## src/rtl/fpu_mult_sched_if.sv

```systemverilog
// Bundle of all non-clock signals around the FP multiply scheduler.
//   req0_* / req1_* : two requester valid/ready channels (operands + tag)
//   mul_*           : shared combinational 24x24 mantissa multiplier
//   fm_*            : FP multiply normalisation unit
//   resp_*          : single response channel, sched_busy status
// Modport slave is the scheduler side, master is the surrounding environment.
interface fpu_mult_sched_if;
  logic        req0_valid;
  logic        req0_ready;
  logic [31:0] req0_opa;
  logic [31:0] req0_opb;
  logic [3:0]  req0_tag;
  logic        req1_valid;
  logic        req1_ready;
  logic [31:0] req1_opa;
  logic [31:0] req1_opb;
  logic [3:0]  req1_tag;
  logic [23:0] mul_a;
  logic [23:0] mul_b;
  logic [47:0] mul_p;
  logic [31:0] fm_opa;
  logic [31:0] fm_opb;
  logic [47:0] fm_mult_result;
  logic        fm_new_input;
  logic [34:0] fm_out;
  logic        fm_busy;
  logic        resp_valid;
  logic        resp_ready;
  logic [34:0] resp_data;
  logic [3:0]  resp_tag;
  logic        resp_src;
  logic        resp_err;
  logic        sched_busy;

  modport slave (
    input  req0_valid, req0_opa, req0_opb, req0_tag,
    input  req1_valid, req1_opa, req1_opb, req1_tag,
    output req0_ready, req1_ready,
    output mul_a, mul_b,
    input  mul_p,
    output fm_opa, fm_opb, fm_mult_result, fm_new_input,
    input  fm_out, fm_busy,
    output resp_valid, resp_data, resp_tag, resp_src, resp_err,
    input  resp_ready,
    output sched_busy
  );

  modport master (
    output req0_valid, req0_opa, req0_opb, req0_tag,
    output req1_valid, req1_opa, req1_opb, req1_tag,
    input  req0_ready, req1_ready,
    input  mul_a, mul_b,
    output mul_p,
    input  fm_opa, fm_opb, fm_mult_result, fm_new_input,
    output fm_out, fm_busy,
    input  resp_valid, resp_data, resp_tag, resp_src, resp_err,
    output resp_ready,
    input  sched_busy
  );
endinterface

```

## src/rtl/fpu_mult_sched.sv

```systemverilog
// Two-requester scheduler for a shared FP single-precision multiply path.
// Round-robin grants one operation at a time, feeds the shared mantissa
// multiplier and the FP multiply unit, waits for normalisation (with a
// timeout) and returns the result with the requester's tag and index.
// Ports:
//   clk   : single clock, rising edge
//   rst_n : asynchronous active-low reset
//   bus   : fpu_mult_sched_if.slave (requests, multiplier, FP unit, response)
module fpu_mult_sched (
  input logic               clk,
  input logic               rst_n,
  fpu_mult_sched_if.slave   bus
);

  typedef enum logic [1:0] {StIdle, StLoad, StNorm, StDone} state_e;

  localparam logic [5:0] NormTimeout = 6'd47;

  state_e      state_q, state_d;
  logic        last_grant_q, last_grant_d;
  logic [5:0]  norm_cnt_q, norm_cnt_d;
  logic [31:0] opa_q, opb_q;
  logic [3:0]  tag_q;
  logic        src_q;
  logic [34:0] resp_data_q;
  logic        resp_err_q, resp_err_d;

  logic grant_any, grant_idx;
  logic op_load, resp_load, new_input;
  logic ready0, ready1;

  // Round-robin: on contention the requester not granted last time wins.
  always_comb begin
    grant_any = bus.req0_valid | bus.req1_valid;
    if (bus.req0_valid && bus.req1_valid) grant_idx = ~last_grant_q;
    else                                  grant_idx = bus.req1_valid;
  end

  always_comb begin
    state_d      = state_q;
    last_grant_d = last_grant_q;
    norm_cnt_d   = norm_cnt_q;
    resp_err_d   = resp_err_q;
    op_load      = 1'b0;
    resp_load    = 1'b0;
    new_input    = 1'b0;
    ready0       = 1'b0;
    ready1       = 1'b0;
    unique case (state_q)
      StIdle: begin
        if (grant_any) begin
          op_load      = 1'b1;
          last_grant_d = grant_idx;
          ready0       = ~grant_idx;
          ready1       = grant_idx;
          state_d      = StLoad;
        end
      end
      StLoad: begin
        new_input  = 1'b1;
        norm_cnt_d = '0;
        state_d    = StNorm;
      end
      StNorm: begin
        if (!bus.fm_busy) begin
          resp_load  = 1'b1;
          resp_err_d = 1'b0;
          state_d    = StDone;
        end else if (norm_cnt_q == NormTimeout) begin
          // Unit never settled: hand back whatever it shows, flagged.
          resp_load  = 1'b1;
          resp_err_d = 1'b1;
          state_d    = StDone;
        end else begin
          norm_cnt_d = norm_cnt_q + 6'd1;
        end
      end
      StDone: begin
        if (bus.resp_ready) state_d = StIdle;
      end
      default: state_d = StIdle;
    endcase
  end

  always_ff @(posedge clk or negedge rst_n) begin
    if (!rst_n) begin
      state_q      <= StIdle;
      last_grant_q <= 1'b1;
      norm_cnt_q   <= '0;
      opa_q        <= '0;
      opb_q        <= '0;
      tag_q        <= '0;
      src_q        <= 1'b0;
      resp_data_q  <= '0;
      resp_err_q   <= 1'b0;
    end else begin
      state_q      <= state_d;
      last_grant_q <= last_grant_d;
      norm_cnt_q   <= norm_cnt_d;
      if (op_load) begin
        opa_q <= grant_idx ? bus.req1_opa : bus.req0_opa;
        opb_q <= grant_idx ? bus.req1_opb : bus.req0_opb;
        tag_q <= grant_idx ? bus.req1_tag : bus.req0_tag;
        src_q <= grant_idx;
      end
      if (resp_load) begin
        resp_data_q <= bus.fm_out;
        resp_err_q  <= resp_err_d;
      end
    end
  end

  // Ready is combinational off the inputs, so gate it while reset is held.
  assign bus.req0_ready = ready0 & rst_n;
  assign bus.req1_ready = ready1 & rst_n;

  // Hidden bit is 1 unless the exponent field is zero (zero/denormal).
  assign bus.mul_a          = {|opa_q[30:23], opa_q[22:0]};
  assign bus.mul_b          = {|opb_q[30:23], opb_q[22:0]};
  assign bus.fm_opa         = opa_q;
  assign bus.fm_opb         = opb_q;
  assign bus.fm_mult_result = bus.mul_p;
  assign bus.fm_new_input   = new_input;

  assign bus.resp_valid = (state_q == StDone);
  assign bus.resp_data  = resp_data_q;
  assign bus.resp_tag   = tag_q;
  assign bus.resp_src   = src_q;
  assign bus.resp_err   = resp_err_q;
  assign bus.sched_busy = (state_q != StIdle);

endmodule
```

## src/flat_wrapper.sv

```systemverilog
// flat-port wrapper written by rule: the top's interface ports become plain ports
module fpu_mult_sched_flat 
  (clk, rst_n, bus_req0_valid, bus_req0_opa, bus_req0_opb, bus_req0_tag, bus_req1_valid, bus_req1_opa, bus_req1_opb, bus_req1_tag, bus_req0_ready, bus_req1_ready, bus_mul_a, bus_mul_b, bus_mul_p, bus_fm_opa, bus_fm_opb, bus_fm_mult_result, bus_fm_new_input, bus_fm_out, bus_fm_busy, bus_resp_valid, bus_resp_data, bus_resp_tag, bus_resp_src, bus_resp_err, bus_resp_ready, bus_sched_busy);
  fpu_mult_sched_if bus_i ();
  input logic clk;
  input logic rst_n;
  input wire logic [$bits(bus_i.req0_valid)-1:0] bus_req0_valid;
  input wire logic [$bits(bus_i.req0_opa)-1:0] bus_req0_opa;
  input wire logic [$bits(bus_i.req0_opb)-1:0] bus_req0_opb;
  input wire logic [$bits(bus_i.req0_tag)-1:0] bus_req0_tag;
  input wire logic [$bits(bus_i.req1_valid)-1:0] bus_req1_valid;
  input wire logic [$bits(bus_i.req1_opa)-1:0] bus_req1_opa;
  input wire logic [$bits(bus_i.req1_opb)-1:0] bus_req1_opb;
  input wire logic [$bits(bus_i.req1_tag)-1:0] bus_req1_tag;
  output wire logic [$bits(bus_i.req0_ready)-1:0] bus_req0_ready;
  output wire logic [$bits(bus_i.req1_ready)-1:0] bus_req1_ready;
  output wire logic [$bits(bus_i.mul_a)-1:0] bus_mul_a;
  output wire logic [$bits(bus_i.mul_b)-1:0] bus_mul_b;
  input wire logic [$bits(bus_i.mul_p)-1:0] bus_mul_p;
  output wire logic [$bits(bus_i.fm_opa)-1:0] bus_fm_opa;
  output wire logic [$bits(bus_i.fm_opb)-1:0] bus_fm_opb;
  output wire logic [$bits(bus_i.fm_mult_result)-1:0] bus_fm_mult_result;
  output wire logic [$bits(bus_i.fm_new_input)-1:0] bus_fm_new_input;
  input wire logic [$bits(bus_i.fm_out)-1:0] bus_fm_out;
  input wire logic [$bits(bus_i.fm_busy)-1:0] bus_fm_busy;
  output wire logic [$bits(bus_i.resp_valid)-1:0] bus_resp_valid;
  output wire logic [$bits(bus_i.resp_data)-1:0] bus_resp_data;
  output wire logic [$bits(bus_i.resp_tag)-1:0] bus_resp_tag;
  output wire logic [$bits(bus_i.resp_src)-1:0] bus_resp_src;
  output wire logic [$bits(bus_i.resp_err)-1:0] bus_resp_err;
  input wire logic [$bits(bus_i.resp_ready)-1:0] bus_resp_ready;
  output wire logic [$bits(bus_i.sched_busy)-1:0] bus_sched_busy;
  assign bus_i.req0_valid = bus_req0_valid;
  assign bus_i.req0_opa = bus_req0_opa;
  assign bus_i.req0_opb = bus_req0_opb;
  assign bus_i.req0_tag = bus_req0_tag;
  assign bus_i.req1_valid = bus_req1_valid;
  assign bus_i.req1_opa = bus_req1_opa;
  assign bus_i.req1_opb = bus_req1_opb;
  assign bus_i.req1_tag = bus_req1_tag;
  assign bus_req0_ready = bus_i.req0_ready;
  assign bus_req1_ready = bus_i.req1_ready;
  assign bus_mul_a = bus_i.mul_a;
  assign bus_mul_b = bus_i.mul_b;
  assign bus_i.mul_p = bus_mul_p;
  assign bus_fm_opa = bus_i.fm_opa;
  assign bus_fm_opb = bus_i.fm_opb;
  assign bus_fm_mult_result = bus_i.fm_mult_result;
  assign bus_fm_new_input = bus_i.fm_new_input;
  assign bus_i.fm_out = bus_fm_out;
  assign bus_i.fm_busy = bus_fm_busy;
  assign bus_resp_valid = bus_i.resp_valid;
  assign bus_resp_data = bus_i.resp_data;
  assign bus_resp_tag = bus_i.resp_tag;
  assign bus_resp_src = bus_i.resp_src;
  assign bus_resp_err = bus_i.resp_err;
  assign bus_i.resp_ready = bus_resp_ready;
  assign bus_sched_busy = bus_i.sched_busy;
  fpu_mult_sched u_core (.clk(clk), .rst_n(rst_n), .bus(bus_i));
endmodule
```

## config.mk

```make
export PLATFORM = sky130hd
export DESIGN_NAME = fpu_mult_sched_flat
export DESIGN_NICKNAME = d
export VERILOG_FILES = /design/src/rtl/fpu_mult_sched_if.sv /design/src/rtl/fpu_mult_sched.sv /design/src/flat_wrapper.sv
export SDC_FILE = /design/constraint.sdc
export NUM_CORES = 1
export LEC_CHECK = 0
export ABC_CLOCK_PERIOD_IN_PS = 4750
export CORE_AREA = 2 2 166 168
export DETAILED_ROUTE_END_ITERATION = 8
export DIE_AREA = 0 0 168 170
export PLACE_DENSITY = 0.54
export REMOVE_ABC_BUFFERS = 1
export SETUP_SLACK_MARGIN = 0.2
export SLEW_MARGIN = 40
export SYNTH_ARGS = -nofsm -noshare
export SYNTH_HDL_FRONTEND = slang
export SYNTH_SLANG_ARGS = --single-unit
```

## constraint.sdc

```tcl
create_clock -name clk -period 4.75 [get_ports clk]
set_input_delay 0.475 -clock clk [delete_from_list [all_inputs] [get_ports clk]]
set_output_delay 0.475 -clock clk [all_outputs]
set_load 0.005 [all_outputs]
```

== After elaboration in Yosys (flattened, before gate mapping) ==
Cells that the tools add are included.
Storage, ports and cells
  register bits after elaboration: 114
  logic and storage cells: 59
  input port bits: 225
Cells by class
  reductions and logical operators: 10
  bitwise gates (word level): 5
  add/sub/neg operators: 1
  equality and inequality tests: 10
  muxes and demuxes: 24
Operators by type and width (number)
  $mux W32: 2
  $reduce_or A8 Y1: 2
  $mux W1: 13
  $mux W6: 2
  $pmux W6 S2: 1
  $reduce_and A3 Y1: 3
  $mux W2: 4
  $pmux W2 S4: 1
  $add A6 B1 Y6 const B: 1
  $eq A6 B6 Y1 const B: 1
  $ne A2 B1 Y1 const B: 3
  $eq A2 B2 Y1 const B: 2
  $mux W4: 1
  $ne A2 B2 Y1 const B: 2
  $reduce_bool A2 Y1: 2
  $ne A3 B2 Y1 const B: 1
  $and A1 B1 Y1: 2
  $eq A2 B1 Y1 const B: 1
  $logic_not A2 Y1: 1
  $not A1 Y1: 2
  $reduce_and A2 Y1: 1
  $logic_and A1 B1 Y1: 1
  $or A1 B1 Y1: 1

== Logic depth before layout (Yosys ltp) ==
Gate-level depths: netlist of the first run.
  word-level depth: 6
  depth in mapped cells: 8
  depth with buffers taken out: 5

== Worst setup path before layout of the first run ==
Ideal clock, no wire load.
  kind: register to output
  start: register u_core.state_q[0]
  end: output bus_req1_ready
  data arrival time: 1.373 ns
  cell stages (with the launch flop): 7
  data required time: 4.275 ns
  slack: 2.902 ns
  cell sequence: dfrtp_1 -> inv_1 -> ha_1 -> nand2_1 -> a21oi_2 -> buf_2 -> and2_1
Between the ends
  longest elaborated chain between the ends: 3
Ends and longest elaborated chain
  start: declaration: line fpu_mult_sched.sv:19  | state_e state_q, state_d;
  start signal: assignment: line fpu_mult_sched.sv:87  | state_q <= StIdle;
  start signal: assignment: line fpu_mult_sched.sv:97  | state_q <= state_d;
  $logic_not A2 Y1: line fpu_mult_sched.sv:49  | unique case (state_q)
  $mux W1: line fpu_mult_sched.sv:49
  $and A1 B1 Y1: line fpu_mult_sched.sv:115  | assign bus.req1_ready = ready1 & rst_n;
  end: declaration: line flat_wrapper.sv:16  | output wire logic [$bits(bus_i.req1_ready)-1:0] bus_req1_ready;
Every way passes these cells.

== Worst setup path in the final report of the first run ==
  start: register u_core.state_q[0]
  end: output bus_req0_ready
Between the ends
  longest elaborated chain between the ends: 3
Ends and longest elaborated chain
  $logic_not A2 Y1: line fpu_mult_sched.sv:49
  $mux W1: line fpu_mult_sched.sv:49
  $and A1 B1 Y1: line fpu_mult_sched.sv:114  | assign bus.req0_ready = ready0 & rst_n;
  end: declaration: line flat_wrapper.sv:15  | output wire logic [$bits(bus_i.req0_ready)-1:0] bus_req0_ready;
Every way passes these cells.

==> results.yml, run 1 <==
worst_setup_path:
  critPathRequiredTime_ps: 4280
  arrival_ps: 2280
  max_stage_delay_ps: 550
  cp-end-kind: "output pin"
  worstPathCellList: "inv_1, ha_1, nand2_1, a21oi_4, and2_1, clkdlybuf4s50_1"
  worst_path_max_delay_cell: "clkdlybuf4s50_1"
  critPathTopFamily: "buffers and inverters"
  crit_buf_inv: 2
  path_max_fanout: 5
  start_kind: "flop"
  criticalPathCategory: "flop to output pin"
global_routing:
  gr-usage-all-layers: 0.181
  first_global_vias: 5851
  overflow: 0
  grt_max_degree: 90
  antenna_found_initial: 1
  grt_pass1_wl_mm: 38.2
power_and_ir_drop:
  ir_drop_v: 0.000228
  p_leak_nw: 3.89
  p_clk_frac: 0.224
  switching_share: 0.334
  power.internal_w: 0.00391
  pwr-share-seq: 0.303
  p_total_w: 0.00586
  powerDensity_mw_per_mm2: 590
  power_frac_comb: 0.472
  switching_power_w: 0.00196
clocking:
  numCtsBuffers: 17
  post_cts_resized: 0
  path_clk_slew_ps: 60
  h-tree-depth: 4
  clkLatencyLatePin_ps: 430
  holdBufCountCts: 0
  ctsLongestPathBuffers: 2
  clock-sinks: 114
  cts_setup_buffers: 0
  root_buffer: "clkbuf_16"
  cts_tree: "yes"
finish:
  final_cells: 1205
  drive_above_1_share: 0.0718
  syn_to_final_growth_pct: 54.4
  fin_nets: 1081
floorplan:
  die_h_um: 170
  initial_utilization: 0.242
  fp-row-count: 60
  die_area_mm2: 0.0286
  die_w_um: 168
  core_area_mm2: 0.0267
  io_pins: 431
sta:
  min_period_ps: 2760
  slew_headroom: 0.502
  finalHoldViolCount: 0
  setup_tns_ps: 0
  rsz0062_at_grt: "false"
  fmax_mhz: 362
  drv_slew: 0
  period_share: 0.581
  fin_skew_ps: 20.6
  worst_pin_slew_ps: 745
  finalSetupViolations: 0
place:
  dp_hpwl_mm: 18.9
  port_buffers: 334
  place.gp.congestion: 0.770
  dp.cells: 1172
logic_synthesis:
  synth_area_per_cell_um2: 10.3
  synthArstFlopShare: 1.00
  yosys.cell_types.count: 44
  yosys.area.top_type: "dfrtp_1"
  synthTopCellsByArea: "dfrtp_1, buf_4, a221o_1"
  synth-edff-count: 0
  syn_inst: 628
  ys_warn_count: 0
  synth_top_area_share: 0.439
  synth_area_mm2: 0.00644
  synthFlopType: "dfrtp_1"
  ys_seq_elements: 114
  yosysSeqAreaShare: 0.443
status:
  status: "finished clean"
detailed_routing:
  wl_mm: 26.2
  wl_per_cell_um: 21.7
  antenna_left: 0
  dr_total_vias: 5710
  drc: 0
  first_pass_iters: 4
  drt_iter0_drc: 291
  post_drt_via_cell_ratio: 4.74
min_path:
  hp-class: "input port to asynchronous set/reset pin"
run:
  drv_cap: 0
[per-stage QoR]
| stage | hold slack, ps | instance area [um2] | util | setup slack, ps |
|---|---|---|---|---|
| after floorplan | 179 | 5460 | - | 2120 |
| after global placement | 463 | 9340 | 0.351 | 2010 |
| after detailed placement | 470 | 9340 | 0.351 | 1970 |
| after CTS | 43.3 | 9940 | 0.373 | 1880 |
| after global routing | 48.0 | 9940 | 0.373 | 1750 |
| final | 22.2 | 9940 | 0.373 | 1990 |
[final timing paths]
| path | start | slack [ps] | depth (start not counted) | endpoint |
|---|---|---|---|---|
| max | u_core.state_q[0]$_DFFE_PN0P_ | 1990 | 6 | bus_req0_ready |
| min | rst_n | 20 | 1 | u_core.bus.resp_tag[3]$_DFFE_PN0P_ |
| max reg2reg | u_core.state_q[0]$_DFFE_PN0P_ | 2610 | 6 | u_core.bus.fm_opb[26]$_DFFE_PN0P_ |
| min reg2reg | u_core.bus.resp_src$_DFFE_PN0P_ | 470 | 1 | u_core.bus.resp_src$_DFFE_PN0P_ |
| max in group asynchronous | rst_n | 3080 | 3 | u_core.bus.resp_data[30]$_DFFE_PN0P_ |
| min in group clk | u_core.bus.resp_src$_DFFE_PN0P_ | 470 | 1 | u_core.bus.resp_src$_DFFE_PN0P_ |
[cell usage after synthesis, drive strengths merged, types with 2 or more instances]
master / count
buf: 122
dfrtp: 113
o211ai: 73
nand2: 64
and2: 53
a221o: 50
nand2b: 38
o21ai: 21
clkbuf: 20
mux2i: 19
a21oi: 7
inv: 7
ha: 6
nand3: 5
nor4: 4
a31oi: 3
a211o: 2
a21o: 2
and3: 2
nor3b: 2
o311ai: 2
[placed cells by master (no fill, tap or decap), types with 5 or more instances in the layout]
master / netlist / layout
o21ai_1: 10 / 10
clkdlybuf4s50_1: 0 / 333
nand3_1: 5 / 5
mux2i_1: 19 / 19
o21ai_0: 10 / 10
a221o_1: 50 / 50
clkbuf_16: 0 / 17
ha_1: 6 / 5
clkinvlp_4: 0 / 5
o211ai_1: 63 / 63
buf_4: 97 / 11
nand2_1: 64 / 64
and2_1: 15 / 15
inv_1: 7 / 7
and2_0: 38 / 38
o211ai_2: 10 / 10
dfrtp_1: 113 / 113
nand2b_1: 38 / 38
[final cells by class]
class	instances	area [um2]
clock inverters	14	155
fillers	2645	16700
repair buffers	345	3430
diodes	1	2.50
inverters	7	26.3
flip-flops and latches	114	2850
well taps	341	427
multi-input cells	365	2610
clock buffers	18	439
[routing by layer]
metal,share of wire,global-route usage,up-vias
met4,0.0073,0.0374,2
met1,0.45,0.240,2757
li1,-,-,2606
met2,0.42,0.256,328
met3,0.12,0.0995,17
met5,0.0012,0.0226,-
[worst reg2reg max path, cell delays in order (launching register included)]
cell,delay (ps)
dfrtp_1,420
inv_1,150
ha_1,310
o21ai_4,260
buf_4,390
and2_0,250
a221o_1,260
[registers in the layout (all words and copies together) (netlist names)]
| name | count |
|---|---|
| u_core.bus.resp_tag | 4 |
| u_core.bus.resp_data | 35 |
| u_core.bus.resp_err | 1 |
| u_core.last_grant_q | 1 |
| u_core.bus.fm_opb | 32 |
| u_core.bus.resp_src | 1 |
| u_core.bus.fm_opa | 32 |
| u_core.norm_cnt_q | 6 |
| u_core.state_q | 2 |
[power groups by stage]
stage | clock (W) | sequential, W | combinational, W
finish | 0.00132 | 0.00178 | 0.00277
floorplan | 0 | 0.00176 | 0.00106
detailed placement | 0 | 0.00178 | 0.00280
global route | 0.00140 | 0.00185 | 0.00303
CTS | 0.00135 | 0.00179 | 0.00281
global placement | 0 | 0.00179 | 0.00278
[logic make-up (layout without fill, tap and decap cells)]
group           Yosys count  after routing  synth area share
simple gates            175            175             0.146
compound gates          165            165             0.214
mux                      19             19            0.0295
other cells               0              1                 0
flops                   114            114             0.443
fa+ha+maj                 6              6            0.0117
buf+inv                 149            384             0.155
Note: power is estimated with default switching activity, not from simulation.
==> run 2, diff against run 1 <==
Settings changed: ABC_CLOCK_PERIOD_IN_PS 4750 to 2220, CORE_AREA 2 2 166 168 to 2 2 165 167, DIE_AREA 0 0 168 170 to 0 0 167 169, PLACE_DENSITY 0.54 to 0.57.
Clock period 4.75 ns to 2.22 ns, I/O delays scaled along.
==> run 2 against run 1 <==
  * Non-clock buffer count grew 9
  * Via count grew 0.46%
  * Final cell count rose by 0.66%
  * Flip-flop and latch count did not move
  * Core utilization rose by 1.1 points
  * Critical path type unchanged
  * Sequential power is 110% higher
  * Hold slack better by 230 ps
  * Combinational power rose by 120%
  * Total power up 120%
  * Critical path depth decreased by 2
==> results.yml, run 2 (synthesis results as in run 1) <==
power_and_ir_drop:
  ir_drop_v: 0.000525
  p_leak_nw: 4.00
  powerDensity_mw_per_mm2: 1280
  power.internal_w: 0.00884
  p_total_w: 0.0131
  switching_share: 0.323
  switching_power_w: 0.00421
  p_clk_frac: 0.236
  power_frac_comb: 0.471
  pwr-share-seq: 0.292
worst_setup_path:
  criticalPathCategory: "flop to output pin"
  arrival_ps: 1710
  path_max_fanout: 5
  cp-end-kind: "output pin"
  worstPathCellList: "inv_1, buf_4, ha_4, clkdlybuf4s50_1"
  start_kind: "flop"
  max_stage_delay_ps: 510
  worst_path_max_delay_cell: "clkdlybuf4s50_1"
  critPathRequiredTime_ps: 2000
sta:
  setup_slack_ps: 285
  rsz0062_at_grt: "false"
  slew_headroom: 0.526
  fin_skew_ps: 15.4
  setup_tns_ps: 0
  finalSetupViolations: 0
  finalHoldViolCount: 0
  drv_slew: 0
  min_period_ps: 1940
  worst_pin_slew_ps: 710
  period_share: 0.872
  fmax_mhz: 517
global_routing:
  grt_pass1_wl_mm: 38.8
  overflow: 0
  gr-usage-all-layers: 0.183
  grt_max_degree: 88
  first_global_vias: 6007
  antenna_found_initial: 1
place:
  dp_hpwl_mm: 19.0
  place.gp.congestion: 0.797
  dpl_cell_area_mm2: 0.00946
  dp_worst_setup_slack_ps: 137
  dp.cells: 1176
  port_buffers: 334
clocking:
  clock-sinks: 114
  clkLatencyLatePin_ps: 420
  ctsLongestPathBuffers: 2
  path_clk_slew_ps: 60
  h-tree-depth: 4
  cts_tree: "yes"
  numCtsBuffers: 17
  root_buffer: "clkbuf_16"
detailed_routing:
  post_drt_via_cell_ratio: 4.73
  first_pass_iters: 4
  wl_per_cell_um: 21.6
  drc: 0
  antenna_left: 0
  wl_mm: 26.1
  dr_total_vias: 5736
  drt_iter0_drc: 328
floorplan:
  die_w_um: 167
  die_h_um: 169
  core_area_mm2: 0.0265
  io_pins: 431
  initial_utilization: 0.243
  die_area_mm2: 0.0282
  fp-row-count: 60
min_path:
  hp-class: "input port to asynchronous set/reset pin"
finish:
  layout_common_cells: "clkdlybuf4s50_1, dfrtp_1, nand2_1"
  fin_nets: 1090
  largest_reg_flops: 35
  final_cells: 1213
  final_cell_area_mm2: 0.0102
  nFillCells: 2614
  multi_input_area_mm2: 0.00264
  drive_above_1_share: 0.0873
  final_common_cell: "clkdlybuf4s50_1"
  syn_to_final_growth_pct: 58.1
  seqCellArea_mm2: 0.00286
status:
  status: "finished clean"
run:
  drv_cap: 0
## run 2: cell count changes in the layout (fill, tap and decap cells not counted), moves of 2 or more
cell,change
buf_12,+7
buf_4,+2
bufinv_16,+3
clkbuf_2,+2
clkdlybuf4s50_1,-3
clkinv_4,+2
clkinvlp_4,-4
ha_1,-2
ha_4,+2
## run 2: cell type report
class	count	share of cell area
well taps	341	0.0419
inverters	7	0.00258
diodes	1	0.000246
repair buffers	354	0.351
clock buffers	17	0.0418
multi-input cells	365	0.260
flip-flops and latches	114	0.281
clock inverters	14	0.0224
## run 2: final timing paths
kind                                                   from                                    to  slack, ps  cells after the start
hold reg to reg             u_core.bus.resp_src$_DFFE_PN0P_       u_core.bus.resp_src$_DFFE_PN0P_        470                      1
hold / removal                                        rst_n  u_core.bus.resp_data[30]$_DFFE_PN0P_        250                      2
max in group asynchronous                             rst_n      u_core.bus.fm_opb[0]$_DFFE_PN0P_        960                      3
setup / recovery              u_core.state_q[1]$_DFFE_PN0P_                      bus_fm_new_input        280                      4
setup reg to reg           u_core.norm_cnt_q[0]$_DFFE_PN0P_  u_core.bus.resp_data[13]$_DFFE_PN0P_        430                      5
min in group clk                             bus_fm_out[14]  u_core.bus.resp_data[14]$_DFFE_PN0P_        390                      3
## run 2: critical path, delay by kind of cell, from the launching register on
family	cells	cell delay, ps
buf+inv	3	780
flops	1	380
fa+ha+maj	1	160
## run 2: metal layers
| metal | global-route usage | routed length, um | share of wire | vias up |
|---|---|---|---|---|
| met3 | 0.108 | 3300 | 0.13 | 14 |
| met4 | 0.0292 | 174 | 0.0067 | 4 |
| met2 | 0.263 | 11200 | 0.43 | 325 |
| met5 | 0.0383 | 127 | 0.0049 | - |
| met1 | 0.237 | 11300 | 0.43 | 2757 |
| li1 | - | - | - | 2636 |
## run 2: timing repair
| action | CTS | global route |
|---|---|---|
| resized for setup | 9 | 5 |
| endpoints found under the setup margin | 5 | 3 |
| setup buffers | 2 | 2 |
| cloned | 0 | 0 |
| hold buffers | 1 | 0 |
| hold endpoints to repair | 16 | 0 |
## run 2: power groups by stage
stage	Combinational (W)	Clock (W)	Sequential, W
after floorplan	0.00227	0	0.00377
after global placement	0.00603	0	0.00382
after detailed placement	0.00609	0	0.00381
after CTS	0.00618	0.00317	0.00382
after global routing	0.00674	0.00325	0.00395
final	0.00615	0.00309	0.00381
## run 2: per-stage QoR
stage	hold WS, ps	utilization
after floorplan	-73.6	-
after global placement	141	0.357
after detailed placement	146	0.357
after CTS	247	0.383
after global routing	263	0.384
final	250	0.384
